**src/rtl/fnd_pkg.sv**
```systemverilog
// ---------------------------------------------------------------------------
// fnd_pkg
//   Shared definitions for the FND scan decoder:
//   - active-low 7-segment patterns (bit0 = a ... bit6 = g)
//   - decoded class of a segment pattern (value / blank / error)
//   - scan FSM state encoding
//   - the per-digit record (class + hex value) used by the stability filter
// ---------------------------------------------------------------------------
package fnd_pkg;

  // Active-low segment patterns, written g..a (MSB first).
  localparam logic [6:0] SEG_0     = 7'b1000000;
  localparam logic [6:0] SEG_1     = 7'b1111001;
  localparam logic [6:0] SEG_2     = 7'b0100100;
  localparam logic [6:0] SEG_3     = 7'b0110000;
  localparam logic [6:0] SEG_4     = 7'b0011001;
  localparam logic [6:0] SEG_5     = 7'b0010010;
  localparam logic [6:0] SEG_6     = 7'b0000010;
  localparam logic [6:0] SEG_7     = 7'b1111000;
  localparam logic [6:0] SEG_7_ALT = 7'b1011000;
  localparam logic [6:0] SEG_8     = 7'b0000000;
  localparam logic [6:0] SEG_9     = 7'b0010000;
  localparam logic [6:0] SEG_A     = 7'b0001000;
  localparam logic [6:0] SEG_B     = 7'b0000011;
  localparam logic [6:0] SEG_B_ALT = 7'b0000111;
  localparam logic [6:0] SEG_C     = 7'b1000110;
  localparam logic [6:0] SEG_D     = 7'b0100001;
  localparam logic [6:0] SEG_E     = 7'b0000110;
  localparam logic [6:0] SEG_F     = 7'b0001110;
  localparam logic [6:0] SEG_BLANK = 7'b1111111;

  // What a captured segment pattern turned out to be.
  typedef enum logic [1:0] {
    CLS_VAL   = 2'd0,
    CLS_BLANK = 2'd1,
    CLS_ERR   = 2'd2
  } cls_e;

  // Scan FSM states. The ST_ prefix keeps the settle state from colliding
  // with the SETTLE parameter of the top module.
  typedef enum logic [1:0] {
    ST_IDLE   = 2'd0,
    ST_SETTLE = 2'd1,
    ST_HOLD   = 2'd2
  } state_e;

  // One decoded digit. For blank/error the hex field is always zero, so two
  // records compare equal exactly when they describe the same display state.
  typedef struct packed {
    cls_e       cls;
    logic [3:0] hex;
  } digit_t;

endpackage : fnd_pkg

```
**src/rtl/fnd_seg2hex.sv**
```systemverilog
// ---------------------------------------------------------------------------
// fnd_seg2hex
//   Combinational inverse of a hex-to-7-segment encoder.
//   Ports:
//     i_seg [6:0]  active-low segment pattern, bit0 = a ... bit6 = g
//     o_hex [3:0]  recovered hex value (0 for blank or undecodable patterns)
//     o_cls        CLS_VAL, CLS_BLANK or CLS_ERR
// ---------------------------------------------------------------------------
module fnd_seg2hex
  import fnd_pkg::*;
(
  input  logic [6:0] i_seg,
  output logic [3:0] o_hex,
  output cls_e       o_cls
);

  // NOTE: every output of a combinational block gets a default first, so no
  // path through the case leaves it unassigned and no latch is inferred.
  always_comb begin
    o_hex = 4'h0;
    o_cls = CLS_VAL;
    case (i_seg)
      SEG_0:             o_hex = 4'h0;
      SEG_1:             o_hex = 4'h1;
      SEG_2:             o_hex = 4'h2;
      SEG_3:             o_hex = 4'h3;
      SEG_4:             o_hex = 4'h4;
      SEG_5:             o_hex = 4'h5;
      SEG_6:             o_hex = 4'h6;
      SEG_7, SEG_7_ALT:  o_hex = 4'h7;
      SEG_8:             o_hex = 4'h8;
      SEG_9:             o_hex = 4'h9;
      SEG_A:             o_hex = 4'hA;
      SEG_B, SEG_B_ALT:  o_hex = 4'hB;
      SEG_C:             o_hex = 4'hC;
      SEG_D:             o_hex = 4'hD;
      SEG_E:             o_hex = 4'hE;
      SEG_F:             o_hex = 4'hF;
      SEG_BLANK:         o_cls = CLS_BLANK;
      default:           o_cls = CLS_ERR;
    endcase
  end

endmodule : fnd_seg2hex

```
**src/rtl/fnd_scan_decoder.sv**
```systemverilog
// ---------------------------------------------------------------------------
// fnd_scan_decoder
//   Snoops a multiplexed, active-low 7-segment display bus and recovers the
//   hex digit shown on each position. A slot is captured once the
//   synchronized bus has been stable for SETTLE samples; a digit is
//   committed once STABLE_SCANS consecutive captures of it agree.
//   Parameters:
//     N_DIG         number of digit positions (1..8)
//     SETTLE        identical samples needed before a slot is captured
//     STABLE_SCANS  identical captures needed before a digit is committed
//   Ports:
//     i_clk, i_rst        clock, asynchronous active-high reset
//     i_com [N_DIG-1:0]   digit commons, active-low one-hot
//     i_seg [6:0]         segment lines, active-low, bit0 = a ... bit6 = g
//     o_hex [4*N_DIG-1:0] committed value, digit k in [4k+3:4k]
//     o_valid/o_blank/o_err [N_DIG-1:0]  committed class per digit
//     o_upd               one-cycle pulse when any committed state changes
// ---------------------------------------------------------------------------
module fnd_scan_decoder #(
  parameter int unsigned N_DIG        = 4,
  parameter int unsigned SETTLE       = 8,
  parameter int unsigned STABLE_SCANS = 2
) (
  input  logic                 i_clk,
  input  logic                 i_rst,
  input  logic [N_DIG-1:0]     i_com,
  input  logic [6:0]           i_seg,
  output logic [4*N_DIG-1:0]   o_hex,
  output logic [N_DIG-1:0]     o_valid,
  output logic [N_DIG-1:0]     o_blank,
  output logic [N_DIG-1:0]     o_err,
  output logic                 o_upd
);

  import fnd_pkg::*;

  localparam int unsigned IDX_W   = (N_DIG > 1) ? $clog2(N_DIG) : 1;
  localparam logic [7:0]  CNT_TGT = 8'(SETTLE);
  localparam logic [3:0]  MATCH_TGT = 4'(STABLE_SCANS);

  // -------------------------------------------------------------------------
  // Input synchronizer. Commons and segments travel through the same two
  // stages, so a digit switch appears atomically on the synchronized side.
  // The idle value is all-ones (nothing lit).
  // -------------------------------------------------------------------------
  logic [N_DIG-1:0] com_meta, s_com;
  logic [6:0]       seg_meta, s_seg;

  // NOTE: state is updated with non-blocking assignments so every flop
  // samples the pre-edge values and the two synchronizer stages really are
  // two cycles apart.
  always_ff @(posedge i_clk or posedge i_rst) begin
    if (i_rst) begin
      com_meta <= '1;
      s_com    <= '1;
      seg_meta <= '1;
      s_seg    <= '1;
    end else begin
      com_meta <= i_com;
      s_com    <= com_meta;
      seg_meta <= i_seg;
      s_seg    <= seg_meta;
    end
  end

  // -------------------------------------------------------------------------
  // One-hot-low check and lit-digit index.
  // -------------------------------------------------------------------------
  logic             com_ok;
  logic [IDX_W-1:0] com_idx;

  assign com_ok = $onehot(~s_com);

  always_comb begin
    com_idx = '0;
    for (int k = 0; k < N_DIG; k++) begin
      if (!s_com[k]) com_idx = IDX_W'(k);
    end
  end

  // -------------------------------------------------------------------------
  // Scan FSM: track one slot, count identical samples, capture once.
  // -------------------------------------------------------------------------
  state_e           state, state_n;
  logic [7:0]       cnt, cnt_n;
  logic [N_DIG-1:0] ref_com, ref_com_n;
  logic [6:0]       ref_seg, ref_seg_n;
  logic [IDX_W-1:0] ref_idx, ref_idx_n;
  logic             cap;
  logic             relatch;

  always_ff @(posedge i_clk or posedge i_rst) begin
    if (i_rst) begin
      state   <= ST_IDLE;
      cnt     <= '0;
      ref_com <= '1;
      ref_seg <= '1;
      ref_idx <= '0;
    end else begin
      state   <= state_n;
      cnt     <= cnt_n;
      ref_com <= ref_com_n;
      ref_seg <= ref_seg_n;
      ref_idx <= ref_idx_n;
    end
  end

  always_comb begin
    state_n   = state;
    cnt_n     = cnt;
    ref_com_n = ref_com;
    ref_seg_n = ref_seg;
    ref_idx_n = ref_idx;
    cap       = 1'b0;
    relatch   = 1'b0;

    case (state)
      ST_IDLE: begin
        if (com_ok) relatch = 1'b1;
      end

      ST_SETTLE: begin
        if (s_com == ref_com && s_seg == ref_seg) begin
          cnt_n = cnt + 8'd1;
          if (cnt_n == CNT_TGT) begin
            cap     = 1'b1;
            state_n = ST_HOLD;
          end
        end else if (com_ok) begin
          relatch = 1'b1;
        end else begin
          state_n = ST_IDLE;
          cnt_n   = '0;
        end
      end

      ST_HOLD: begin
        // Segment changes within a held slot are ignored; only a change of
        // the lit digit ends the slot.
        if (s_com != ref_com) begin
          if (com_ok) begin
            relatch = 1'b1;
          end else begin
            state_n = ST_IDLE;
            cnt_n   = '0;
          end
        end
      end

      default: begin
        state_n = ST_IDLE;
        cnt_n   = '0;
      end
    endcase

    // Start a new slot on the current sample; it counts as the first one.
    if (relatch) begin
      state_n   = ST_SETTLE;
      cnt_n     = 8'd1;
      ref_com_n = s_com;
      ref_seg_n = s_seg;
      ref_idx_n = com_idx;
    end
  end

  // -------------------------------------------------------------------------
  // Decode of the captured slot.
  // -------------------------------------------------------------------------
  logic [3:0] dec_hex;
  cls_e       dec_cls;
  digit_t     dec;

  fnd_seg2hex u_seg2hex (
    .i_seg (ref_seg),
    .o_hex (dec_hex),
    .o_cls (dec_cls)
  );

  assign dec = '{cls: dec_cls, hex: dec_hex};

  // -------------------------------------------------------------------------
  // Per-digit stability filter and committed state.
  // -------------------------------------------------------------------------
  digit_t           cand  [N_DIG];
  logic [3:0]       match [N_DIG];
  digit_t           comm  [N_DIG];
  logic [N_DIG-1:0] comm_set;
  logic [3:0]       match_n;
  logic             commit;
  logic             upd;

  always_comb begin
    if (dec == cand[ref_idx]) begin
      match_n = (match[ref_idx] >= MATCH_TGT) ? MATCH_TGT : match[ref_idx] + 4'd1;
    end else begin
      match_n = 4'd1;
    end
    // On reaching the target the candidate is (or becomes) dec, so compare
    // the committed state against dec directly.
    commit = cap && (match_n == MATCH_TGT) &&
             (!comm_set[ref_idx] || comm[ref_idx] != dec);
  end

  // NOTE: the per-digit arrays are small register files, not RAM, and their
  // cleared state is part of the filter's behaviour, so they are reset.
  always_ff @(posedge i_clk or posedge i_rst) begin
    if (i_rst) begin
      for (int k = 0; k < N_DIG; k++) begin
        cand[k]  <= '0;
        match[k] <= '0;
        comm[k]  <= '0;
      end
      comm_set <= '0;
      upd      <= 1'b0;
    end else begin
      if (cap) begin
        cand[ref_idx]  <= dec;
        match[ref_idx] <= match_n;
        if (commit) begin
          comm[ref_idx]     <= dec;
          comm_set[ref_idx] <= 1'b1;
        end
      end
      upd <= commit;
    end
  end

  // -------------------------------------------------------------------------
  // Outputs: flags are mutually exclusive once a digit has been committed.
  // -------------------------------------------------------------------------
  always_comb begin
    o_hex   = '0;
    o_valid = '0;
    o_blank = '0;
    o_err   = '0;
    for (int k = 0; k < N_DIG; k++) begin
      o_valid[k] = comm_set[k] && (comm[k].cls == CLS_VAL);
      o_blank[k] = comm_set[k] && (comm[k].cls == CLS_BLANK);
      o_err[k]   = comm_set[k] && (comm[k].cls == CLS_ERR);
      o_hex[4*k +: 4] = o_valid[k] ? comm[k].hex : 4'h0;
    end
  end

  assign o_upd = upd;

endmodule : fnd_scan_decoder

```
**config.mk**
```make
export PLATFORM = sky130hd
export DESIGN_NAME = fnd_scan_decoder
export DESIGN_NICKNAME = d
export VERILOG_FILES = /design/src/rtl/fnd_pkg.sv /design/src/rtl/fnd_seg2hex.sv /design/src/rtl/fnd_scan_decoder.sv
export SDC_FILE = /design/constraint.sdc
export NUM_CORES = 1
export LEC_CHECK = 0
export ABC_AREA = 1
export CORE_UTILIZATION = 25
export DETAILED_ROUTE_END_ITERATION = 6
export GPL_ROUTABILITY_DRIVEN = 0
export PLACE_DENSITY = 0.41
export SLEW_MARGIN = 5
export SYNTH_ARGS = -nofsm -noshare
export SYNTH_HDL_FRONTEND = slang
export SYNTH_SLANG_ARGS = --single-unit
export TNS_END_PERCENT = 100
```
**constraint.sdc**
```tcl
create_clock -name i_clk -period 4 [get_ports i_clk]
set_input_delay 0.8 -clock i_clk [delete_from_list [all_inputs] [get_ports i_clk]]
set_output_delay 0.8 -clock i_clk [all_outputs]
set_load 0.1 [all_outputs]
```
==> PnR_summary.wiki <==
{| class="wikitable"
! Metric !! Value
|-
| Result of the run || complete, no violations
|-
| Crit Reg-Reg Startpoint || ref_idx[0]$_DFFE_PP0P_
|-
| Actual transition at the worst max-transition pin || between 0.9 and 1 ns
|-
| H-tree lvl count || 4
|-
| Hold path startpoint || seg_meta[0]$_DFF_PP1_
|-
| Category of the most critical setup path || register to register
|-
| Floorplan die area || 0.02628 mm^2
|-
| GR Layer Usage met1 || a little under a fifth
|-
| Share of the synthesized area in the top cell type || 31.63%
|-
| Synth top area cells || dfrtp_1 32%, nand2_1 15%, dfstp_2 14%, inv_1 5.0%, nand3_1 4.1%
|-
| Total setup buffers inserted after CTS || 0
|-
| Area growth, synth to finish || 21.89%
|-
| Global routing met2 resource utilization || between 20 and 25%
|-
| CP max-delay cell || dfrtp_1
|-
| Detailed placement HPWL || between 10000 and 15000 um
|-
| Total track usage || roughly 14%
|-
| Cell breakdown of the critical path || inv_1, nand2_2, inv_2, a221oi_2, inv_1, ha_1, inv_1, nor3_1, nor3_1, nand2_1, nor2_4, nand3_1, nand2_1
|-
| Total standard cell area after synthesis || ~0.0064 mm^2
|-
| Final hold viol count || 0
|-
| Critical path required time || 4.35 ns
|-
| Largest area contributor in the netlist || dfrtp_1
|-
| # IOs || 42
|-
| Endpoint kind of the worst setup timing path || register
|-
| Ys async rst share || between 90% and 100%
|-
| CTS tree || yes
|-
| Clock root buffer || clkbuf_16
|-
| Static Leakage || approximately 3.6 nW
|-
| Antenna-violating nets left || 0
|-
| First-pass iteration count of the detailed router || 4
|-
| Final critical delay including setup and external delays || about 3.3 ns
|-
| Share of layout cells above drive strength 1 || about a fifth
|-
| Setup repair after global routing missed its margin || false
|-
| Startpoint Class || register
|-
| Setup Skew || around 0.016 ns
|-
| Clock sinks || 114
|-
| Max incr delay on CP || 0.58 ns
|-
| Endpoint of the worst hold path || s_seg[0]$_DFF_PP1_
|-
| Most repeated cell in the gate-level netlist after synthesis || nand2_1
|-
| Area inside the core boundary || between 0.02 and 0.03 mm^2
|-
| Cell count of the worst reg-to-reg path || 13
|-
| Routing usage on met3 || under 10%
|-
| Final Max Tran Viols || 0
|-
| Worst setup slack after placement || 0.7136 ns
|-
| Maximum number of pins on one net before global-route repair || 55
|-
| Via count of the first global-routing pass || 5159
|-
| Top flip-flop cell by instance count after synthesis || dfrtp_1
|-
| Vias per std cell || ~4.3
|-
| Total nets after synthesis || between 800 and 900
|-
| Register-to-register setup slack || between 0.6 and 0.7 ns
|-
| Die height || between 150 and 200 um
|-
| Worst Hold Class || register to register
|-
| Share of the clock period used by the worst path || 83.11%
|-
| Worst Path Buf+Inv || 4
|-
| Average detailed-routed wire length per instance || ~14 um
|-
| Worst hold path depth || 0
|-
| Most frequent cells after synthesis || 252 x nand2_1, 85 x inv_1, 81 x dfrtp_1
|-
| Initial antenna violation count || 0
|-
| Post-layout utilization of the core || 31.02%
|-
| Total power density per cell area || 585.4 mW/mm^2
|-
| Share of the yosys chip area belonging to registers || 45.16%
|-
| Crit path top cell by count || inv_1
|-
| Peak Freq || 300.8 MHz
|-
| Number of vias in the routed layout || just over 5000
|-
| Worst VDD drop || 212.7 uV
|-
| Global-route wire length before repair || approximately 28000 um
|-
| I/O Buffers || just over 40
|-
| Max cap viols || 0
|-
| Number of DRC markers in iteration 0 || around 260
|-
| Final net count || 879
|-
| Chip Width || 162.1 um
|-
| Mean cell area of the mapped netlist || a little under 8 um^2
|-
| Overflow left after global routing || 0
|-
| Buffers from clock root to sink, at most || 2
|-
| Post-route total power || 4.573 mW
|-
| Clock-pin transition on the worst setup and hold timing paths || 0.05 ns
|-
| Number of antenna diodes || 0
|-
| Kind of cell adding the most delay to the critical path || simple AND/OR/NAND/NOR gates
|-
| Number of enable flip-flop cells after synthesis || 0
|-
| Remaining routing DRC violations || 0
|-
| Total of warnings raised by yosys || 0
|-
| Count of cells resized by post-cts repair || 0
|-
| Data arrival at the endpoint of the critical path || 3.67 ns
|-
| Cts bufs inserted || 17
|-
| Initial core utilization || approximately a quarter
|-
| Highest-utilization routing layer at the global route stage || met2
|-
| Worst slew margin || 35.37%
|-
| Std cell rows || 58
|-
| Final critical-path setup slack || 0.6758 ns
|-
| Seq cells post-synth || around 110
|-
| CTS Hold Buffers Added || 0
|-
| Distinct cell type count after synthesis || 44
|-
| Source-to-sink clock delay at the later pin of the worst-skew pair || approximately 0.42 ns
|-
| Maximum fanout count along the critical path || 24
|-
| Total routed wirelength || between 15000 and 20000 um
|-
| Cell count after synthesis || approximately 810
|-
| R2r endpoint || comm[23]$_DFFE_PP0P_
|-
| Final setup violation count || 0
|}
-- cell usage in the layout (no fill, tap or decap), types with 2 or more instances in the layout --
cell	n
bufinv_16	2
a22oi_1	2
ha_1	10
nand3_1	53
inv_2	15
nand3_4	6
o21ai_0	48
clkbuf_1	3
nor2_1	60
o22ai_1	11
dfstp_2	33
inv_1	84
clkdlybuf4s50_1	28
nand2_1	252
xor2_1	11
buf_4	17
nand2_4	8
and2_1	2
clkbuf_8	2
clkbuf_16	21
o221ai_1	4
nor2_2	10
a21oi_1	5
nand4_1	9
clkinv_2	2
xnor2_1	3
nor2_4	8
nand2_2	17
nor3_2	5
o21ai_1	17
nor3_1	13
nand3_2	5
dfrtp_1	81
nor2_8	4
clkinvlp_4	2
-- cell type report --
| type | count | area, um^2 |
|---|---|---|
| Fill cell | 2697 | 17370 |
| Multi-Input combinational cell | 576 | 3049 |
| Sequential cell | 114 | 2894 |
| Clock buffer | 26 | 564.3 |
| Timing Repair Buffer | 46 | 427.9 |
| Tap cell | 330 | 412.9 |
| Inverter | 100 | 377.9 |
| Clock inverter | 6 | 85.08 |
-- how the worst max path moves through the flow --
stage                                      start              endpoint  slack [ns]  cells past startpoint
final                     ref_idx[0]$_DFFE_PP0P_  comm[23]$_DFFE_PP0P_        0.68                     13
after detailed placement  ref_idx[0]$_DFFE_PP0P_  comm[23]$_DFFE_PP0P_        0.71                     13
after floorplan              comm[4]$_DFFE_PP0P_             o_hex[12]       -0.04                      3
after global routing      ref_idx[0]$_DFFE_PP0P_  comm[21]$_DFFE_PP0P_        0.44                     13
after CTS                 ref_idx[0]$_DFFE_PP0P_  comm[23]$_DFFE_PP0P_        0.69                     13
after global placement    ref_idx[0]$_DFFE_PP0P_   comm[3]$_DFFE_PP0P_        0.74                     13
-- state kept, by name (all words and copies together) (netlist names) --
name	cells
cand	24
cnt	8
com_meta	4
comm	24
comm_set	4
match	16
o_upd	1
ref_com	4
ref_idx	2
ref_seg	7
s_com	4
s_seg	7
seg_meta	7
state	2
-- metrics by stage --
| stage | std cells | area, um^2 | hold slack (ns) | setup TNS (ns) |
|---|---|---|---|---|
| floorplan | 809 | 6429 | 0.3452 | -0.3403 |
| global placement | 1166 | 7162 | 0.3469 | 0 |
| detailed placement | 1166 | 7162 | 0.3472 | 0 |
| CTS | 1198 | 7811 | 0.3551 | 0 |
| global route | 1198 | 7811 | 0.3601 | 0 |
| finish | 1198 | 7811 | 0.3525 | 0 |
-- cells by family after synthesis --
logic type               count (synthesis)  share of synthesized area, %
flip-flops                             114                         45.16
AND/OR/NAND/NOR                        457                         34.79
buffers and inverters                  119                         7.575
AO/OA/AOI/OAI                           94                         8.298
XOR/XNOR                                14                         1.913
adder cells (fa/ha/maj)                 11                         2.265
-- routing by layer --
| metal | routed length (um) | vias to the layer above |
|---|---|---|
| met5 | 0 | - |
| met4 | 191 | 0 |
| met3 | 486 | 11 |
| met2 | 7609 | 82 |
| met1 | 8426 | 2392 |
| li1 | - | 2662 |
-- where the power goes --
part / switching, mW / internal (mW)
combinational: 1.10 / 0.416
clock: 0.542 / 1.10
sequential: 0.131 / 1.28
total: 1.77 / 2.80
No activity file was read; power rests on OpenSTA's default activity.
